$ cat config.mk
export PLATFORM = sky130hd
export DESIGN_NAME = port_req_queue
export DESIGN_NICKNAME = d
export VERILOG_FILES = /design/src/rtl/port_req_queue.sv
export SDC_FILE = /design/constraint.sdc
export NUM_CORES = 1
export LEC_CHECK = 0
export CORE_UTILIZATION = 50
export DETAILED_ROUTE_END_ITERATION = 16
export GPL_ROUTABILITY_DRIVEN = 0
export GPL_TIMING_DRIVEN = 1
export PLACE_DENSITY = 0.77
export SLEW_MARGIN = 15
export SYNTH_ARGS = -nofsm -noshare
export SYNTH_HDL_FRONTEND = slang
export SYNTH_SLANG_ARGS = --single-unit
$ cat constraint.sdc
create_clock -name clk -period 2.22 [get_ports clk]
set_clock_uncertainty 0.2 [all_clocks]
set_input_delay 0.666 -clock clk [delete_from_list [all_inputs] [get_ports clk]]
set_output_delay 0.666 -clock clk [all_outputs]
set_load 0.02 [all_outputs]
$ cat src/rtl/port_req_queue.sv
// Three per-port request FIFOs feeding a round-robin arbiter, with a registered, backpressured output.
// Optional protocol checker (sticky err port) is compiled in with PORT_REQ_QUEUE_CHK_EN.
module port_req_queue #(
  parameter int DATA_W = 8,
  parameter int DEPTH  = 4
) (
  input  logic              clk,
  input  logic              reset,
  input  logic [2:0]        in_valid,
  output logic [2:0]        in_ready,
  input  logic [DATA_W-1:0] in_data0,
  input  logic [DATA_W-1:0] in_data1,
  input  logic [DATA_W-1:0] in_data2,
  output logic [2:0]        req,
  input  logic [2:0]        grant,
  output logic              out_valid,
  input  logic              out_ready,
  output logic [DATA_W-1:0] out_data,
  output logic [2:0]        out_port
`ifdef PORT_REQ_QUEUE_CHK_EN
  ,
  output logic              err
`endif
);

  localparam int AW = $clog2(DEPTH);
  localparam int CW = AW + 1;

  logic [DATA_W-1:0] mem     [3][DEPTH];
  logic [AW-1:0]     wr_ptr  [3];
  logic [AW-1:0]     rd_ptr  [3];
  logic [CW-1:0]     count   [3];
  logic [DATA_W-1:0] in_data [3];

  logic [2:0]        push;
  logic [2:0]        eligible;
  logic [2:0]        pop;
  logic              slot_free;
  logic [DATA_W-1:0] head;

  assign in_data[0] = in_data0;
  assign in_data[1] = in_data1;
  assign in_data[2] = in_data2;

  // Requests are withheld while the output is stalled, so the arbiter token freezes too.
  always_comb begin
    slot_free = !out_valid || out_ready;
    in_ready  = '0;
    req       = '0;
    for (int i = 0; i < 3; i++) begin
      in_ready[i] = (count[i] != CW'(DEPTH));
      req[i]      = (count[i] != '0) && slot_free;
    end
  end

  assign push     = in_valid & in_ready;
  assign eligible = grant & req;
  assign pop      = {eligible[2] & ~(|eligible[1:0]), eligible[1] & ~eligible[0], eligible[0]};

  always_comb begin
    head = '0;
    for (int i = 0; i < 3; i++) begin
      if (pop[i]) head = mem[i][rd_ptr[i]];
    end
  end

  always_ff @(posedge clk) begin
    for (int i = 0; i < 3; i++) begin
      if (push[i]) mem[i][wr_ptr[i]] <= in_data[i];
    end
  end

  always_ff @(posedge clk or posedge reset) begin
    if (reset) begin
      for (int i = 0; i < 3; i++) begin
        wr_ptr[i] <= '0;
        rd_ptr[i] <= '0;
        count[i]  <= '0;
      end
    end else begin
      for (int i = 0; i < 3; i++) begin
        if (push[i]) wr_ptr[i] <= wr_ptr[i] + 1'b1;
        if (pop[i])  rd_ptr[i] <= rd_ptr[i] + 1'b1;
        case ({push[i], pop[i]})
          2'b10:   count[i] <= count[i] + 1'b1;
          2'b01:   count[i] <= count[i] - 1'b1;
          default: count[i] <= count[i];
        endcase
      end
    end
  end

  // Data and port hold their last value after the consumer drains the slot.
  always_ff @(posedge clk or posedge reset) begin
    if (reset) begin
      out_valid <= 1'b0;
      out_data  <= '0;
      out_port  <= '0;
    end else if (|pop) begin
      out_valid <= 1'b1;
      out_data  <= head;
      out_port  <= pop;
    end else if (out_ready) begin
      out_valid <= 1'b0;
    end
  end

`ifdef PORT_REQ_QUEUE_CHK_EN
  logic err_cond;

  assign err_cond = ((grant & (grant - 3'd1)) != 3'b000) ||
                    ((grant & ~req) != 3'b000) ||
                    ((in_valid & ~in_ready) != 3'b000);

  always_ff @(posedge clk or posedge reset) begin
    if (reset)         err <= 1'b0;
    else if (err_cond) err <= 1'b1;
  end
`endif

endmodule

# Word level (Yosys, flattened, before mapping)
# Memories as Yosys holds them, arrays and structs flattened.
# Cells that the tools add are included.
word_totals:
  input_bits: 33
  ramBits: 96
  regBits: 33
  wordCells: 101
  n_memories: 1
  output_inout_bits: 18
op_classes:
  n_eq_ne: 9
  mux: 29
  reduce_logical: 17
  bitwise_logic: 12
  addsub: 12
  order_cmp: 9
mem_list:
  columns: ["memory", "words", "word_bits", "rd", "rd_clocked_by_memory_dff", "write_ports", "line", "rtl"]
  rows:
  - ["mem", 3, 32, 3, 0, 3, "29", "logic [DATA_W-1:0] mem [3][DEPTH];"]
ops:
  columns: ["cell", "count"]
  rows:
  - ["$mux 32", 3]
  - ["$mux 8", 12]
  - ["$bmux 8 s2", 3]
  - ["$demux 8 s2", 3]
  - ["$ge 3x3->1 const B", 6]
  - ["$not 2->3", 6]
  - ["$pmux 3 s2", 3]
  - ["$add 2x1->2 const B", 6]
  - ["$add 3x1->3 const B", 3]
  - ["$lt 3x1->1 const B", 3]
  - ["$ne 3x3->1 const B", 3]
  - ["$reduce_bool 3->1", 3]
  - ["$sub 3x1->3 const B", 3]
  - ["$reduce_bool 2->1", 4]
  - ["$and 3x3->3", 2]
  - ["$eq 2x1->1 const B", 3]
  - ["$eq 2x2->1 const B", 3]
  - ["$logic_and 1x1->1", 6]
  - ["$mux 1", 5]
  - ["$reduce_or 3->1", 1]
  - ["$and 1x1->1", 2]
  - ["$not 1->1", 2]
  - ["$reduce_or 2->1", 1]
  - ["$logic_not 1->1", 1]
  - ["$logic_or 1x1->1", 1]

# Logic depth before layout (Yosys ltp)
depth:
  word_depth: 9
  mapped_depth: 11
  depth_no_buf: 10

# Worst setup path after synthesis
# Ideal clock, no wire load.
synth_path:
  kind: "in2reg"
  start: "input out_ready"
  end: "register count[2] (netlist name)"
  slack_ns: -0.445
  arrival_ns: 2.386
  required_time_ns: 1.941
  path_buffers: 1
  path_stages: 11
  path_cell_list: "nand2b_1 > buf_4 > o311ai_2 > inv_2 > nor3_2 > ha_1 > inv_1 > fa_1 > xor2_1 > nor2_1 > xor2_1"
synth_via:
  elab_chain_len: 8
synth_rtl:
  columns: ["element", "line", "rtl"]
  rows:
  - ["start: declaration", "17", "input logic out_ready,"]
  - ["$logic_or 1x1->1 *", "47", "slot_free = !out_valid || out_ready;"]
  - ["$logic_and 1x1->1", "52", "req[i] = (count[i] != '0) && slot_free;"]
  - ["$and 3x3->3 *", "57", "assign eligible = grant & req;"]
  - ["$reduce_or 2->1", "58", "assign pop = {eligible[2] & ~(|eligible[1:0]), eligible[1] & ~eligible[0], eligible[0]};"]
  - ["$not 1->1", "58", null]
  - ["$and 1x1->1 *", "58", null]
  - ["via pop[2]", "37", "logic [2:0] pop;"]
  - ["$eq 2x1->1 or $eq 2x2->1 (tied branches)", "84", "case ({push[i], pop[i]})"]
  - ["$pmux 3 s2 or $reduce_bool 2->1 (tied branches)", null, null]
  - ["end signal: indexed assignment", "85", "2'b10: count[i] <= count[i] + 1'b1;"]
  - ["end signal: indexed assignment", "86", "2'b01: count[i] <= count[i] - 1'b1;"]
  - ["end signal: indexed assignment", "87", "default: count[i] <= count[i];"]
  - ["end: declaration", "32", "logic [CW-1:0] count [3];"]
# Mark *: on every way through the listed nets, which the timed path passes. The rest lies on a longest branch.
# A chain may end at the register's enable or synchronous reset.

# Worst setup path after layout
layout_path:
  start: "register count[8] (netlist name)"
  end: "register count[2] (netlist name)"
layout_via:
  elab_chain_len: 8
layout_rtl:
  columns: ["element", "line"]
  rows:
  - ["$reduce_bool 3->1 *", "52"]
  - ["$logic_and 1x1->1 *", "52"]
  - ["$and 3x3->3 *", "57"]
  - ["$reduce_or 2->1 *", "58"]
  - ["$not 1->1 *", "58"]
  - ["$and 1x1->1 *", "58"]
  - ["via pop[2]", "37"]
  - ["$eq 2x1->1 or $eq 2x2->1 (tied branches)", "84"]
  - ["$pmux 3 s2 or $reduce_bool 2->1 (tied branches)", null]
# Marks and branches as above.

==> impl_metrics.ini <==
[timing]
relSlewSlack = 0.6964
final.setup.worst_slack_ps = -256.1
rsz0062_at_grt = yes
maxSlewViolCount = 0
fin_crit_ps = 2476
fmax_ghz = 0.4039
hold_viol = 0
worst_slew_pin_slew_ps = 455.4
setup_violations = 9
setup_tns_ps = -1485
finalCritPeriodShare = 1.115

[global_route]
grt.busiest_layer = met2
track_usage = 0.2254
grt_max_degree = 34
gr-usage-met2 = 0.3772
grt_antenna_before_repair = 0
globalRouteOverflowTotal = 0
use_met3 = 0.06122
grt_pass1_vias = 3360
grt_pass1_wl_um = 17820
met1_usage = 0.2847

[clock_tree]
cts_buffers = 17
cts_tree = done
cts.htree.levels = 4
clock_tree.root_cell = clkbuf_8
clk_pin_slew_ps = 60
clock_latency_ps = 520
clk_path_buf_depth = 2
clock-sinks = 129

[yosys]
synth_top_area_frac = 0.5367
syn-num-nets = 351
ys_warn_count = 0
synthSimpleGateAreaFrac = 0.05567
synthesis.area_mm2 = 0.005371
syn_inst = 300
synth_fa_ha_area_frac = 0.04612
ys_seq_elements = 129
yosysSeqAreaShare = 0.6904
synthMuxAreaShare = 0.1274
synth-xor-area-share = 0.02935
synth_top_family_by_area = multiplexers
synth_compound_area_frac = 0.02516
synth_cell_types = 35
postSynthAreaPerCell_um2 = 17.90
synth.area.top_cells = edfxtp_1 54%, dfrtp_1 15%, mux4_2 10%
synth_top_area_cell = edfxtp_1

[place]
portBuffers = 50
place_hpwl_um = 7367

[pwr]
p_total_mw = 10.27
vdd_ir_drop_max_uv = 812.0
power.density_mw_per_mm2 = 1393
power_leakage_nw = 2.895

[floorplanning]
initial_core_util = 0.5180
dieHeight_um = 105.6
io_pins = 51
core_area_mm2 = 0.01037
die_w_um = 105.6
num_rows = 37
dieArea_mm2 = 0.01116

[final_layout]
fill_cells = 623
seq_area_mm2 = 0.003711
areaGrowthSynthToFinish_pct = 37.29
drive_gt1_frac = 0.3920
multi_input_area_mm2 = 0.001653
antenna_cells = 0
layout.nets = 488
final_util = 0.7111

[route]
postRouteWirelength_um = 11610
vias = 3167
drt_iter0_drc = 157
firstDrtPassIters = 5
ant_nets = 0
vias_per_cell = 5.414
drc_errors = 0
drt-wirelength-per-cell_um = 19.85

[setup_path]
max_stage_delay_ps = 410
crit_path_end_kind = register
worstPathRequired_ps = 2470
cp_data_arrival_time_ps = 2720
crit_type = reg2reg
cp_slowest_cell = dfrtp_1
crit_chain = buf_6 > o311ai_4 > inv_2 > nor3_4 > ha_2 > inv_2 > fa_2 > xor2_1 > nor2_1 > xor2_1
cp-start-kind = register
r2r_setup_slack_ps = -260
worstPathMaxFanout = 3

[run_status]
violations = negative setup slack
outcome = finished, violations left

[hold_path]
hold_class = in2async

[flow_run]
maxCapViolations = 0
-- synth_stat cells --
master,instances
xnor2_1,9
or3_4,1
and2_2,1
dfrtp_1,33
buf_12,1
inv_1,19
nor4b_2,1
buf_1,1
edfxtp_1,96
buf_2,5
nor2_1,13
o31a_1,2
mux2_2,3
nor3_1,9
a211oi_2,1
nand3_1,6
ha_1,15
inv_2,1
xor2_1,9
and2_1,3
mux2i_1,11
o311a_1,1
a211oi_1,7
clkbuf_1,2
nor3_2,1
nand2_1,2
and3_1,12
nand3_4,1
a21oi_1,2
mux4_2,24
buf_4,1
o311ai_2,2
fa_1,3
nand2b_1,1
nor2_2,1
-- what timing repair did --
item / in CTS / in global routing
gates resized for setup: 70 / 13
buffers inserted: 10 / 12
endpoints found under the setup margin: 24 / 16
hold buffers: 0 / 0
pin swaps: 6 / 16
gates cloned: 0 / 0
-- power by group --
group	switching [mW]	total, mW	internal [mW]
clock network	1.07	2.67	1.61
logic	1.84	3.88	2.04
registers	0.413	3.72	3.31
-- stage by stage --
step | instance area [um^2] | setup WS [ps] | hold slack [ps] | instances
floorplan | 5428 | -333.4 | 261.6 | 300
detailed placement | 6540 | -844.7 | 338.2 | 533
finish | 7375 | -256.1 | 345.3 | 585
global route | 7375 | -326.1 | 361.6 | 585
global placement | 6540 | -769.9 | 333.4 | 533
CTS | 7252 | -283.5 | 339.6 | 574
-- state kept, by name (all words and copies together), names as in the netlist --
register,flops
mem,96
count,9
out_data,8
rd_ptr,6
wr_ptr,6
out_port,3
out_valid,1
-- per-layer routing --
| layer | share of wire | vias up |
|---|---|---|
| met2 | 0.53 | 105 |
| met1 | 0.40 | 1616 |
| met5 | 0 | - |
| li1 | - | 1420 |
| met4 | 0.023 | 0 |
| met3 | 0.045 | 26 |
-- logic make-up after synthesis --
kind of cell / count (synthesis)
DFF: 129
muxes: 38
buffers and inverters: 30
and+or+nand+nor: 52
xor gates and xnor gates: 18
adders and majority gates: 18
AOI/OAI and AO/OA: 15
-- final timing paths --
kind,startpoint,to,depth (start not counted)
max,count[8]$_DFFE_PP0P_,count[2]$_DFFE_PP0P_,10
min,reset,wr_ptr[3]$_DFFE_PP0P_,3
max reg2reg,count[8]$_DFFE_PP0P_,count[2]$_DFFE_PP0P_,10
min reg2reg,out_port[0]$_DFFE_PP0P_,out_port[0]$_DFFE_PP0P_,2
max in group asynchronous,reset,count[3]$_DFFE_PP0P_,3
min in group clk,out_port[0]$_DFFE_PP0P_,out_port[0]$_DFFE_PP0P_,2
-- critical path: cells and delay by family, from the launching register on --
kind	cells	cell delay (ps)
xor+xnor	2	290
compound gates	1	300
buf+inv	3	320
flops	1	410
simple gates	2	320
fa+ha+maj	2	560
-- layout make-up --
class,count,area share
Clock buffer,17,0.05616
Clock inverter,14,0.02087
Inverter,20,0.01120
Multi-Input combinational cell,141,0.2241
Sequential cell,129,0.5032
Tap cell,136,0.02307
Timing Repair Buffer,128,0.1614
-- cell usage in the layout, fill, tap and decap left out, types with 7 or more instances in the layout --
master           netlist  routed
edfxtp_1              96      96
buf_4                  1      64
dfrtp_1               33      31
clkdlybuf4s50_1        0      30
mux4_2                24      24
clkbuf_16              0      16
dlygate4sd2_1          0      14
buf_6                  0      13
and3_1                12      12
ha_1                  15      12
mux2i_1               11      11
nor2_1                13      11
inv_1                 19      11
xnor2_1                9       9
nor3_1                 9       8
xor2_1                 9       8
a211oi_1               7       7
buf_12                 1       7
Power figures use the tool's default switching activity.
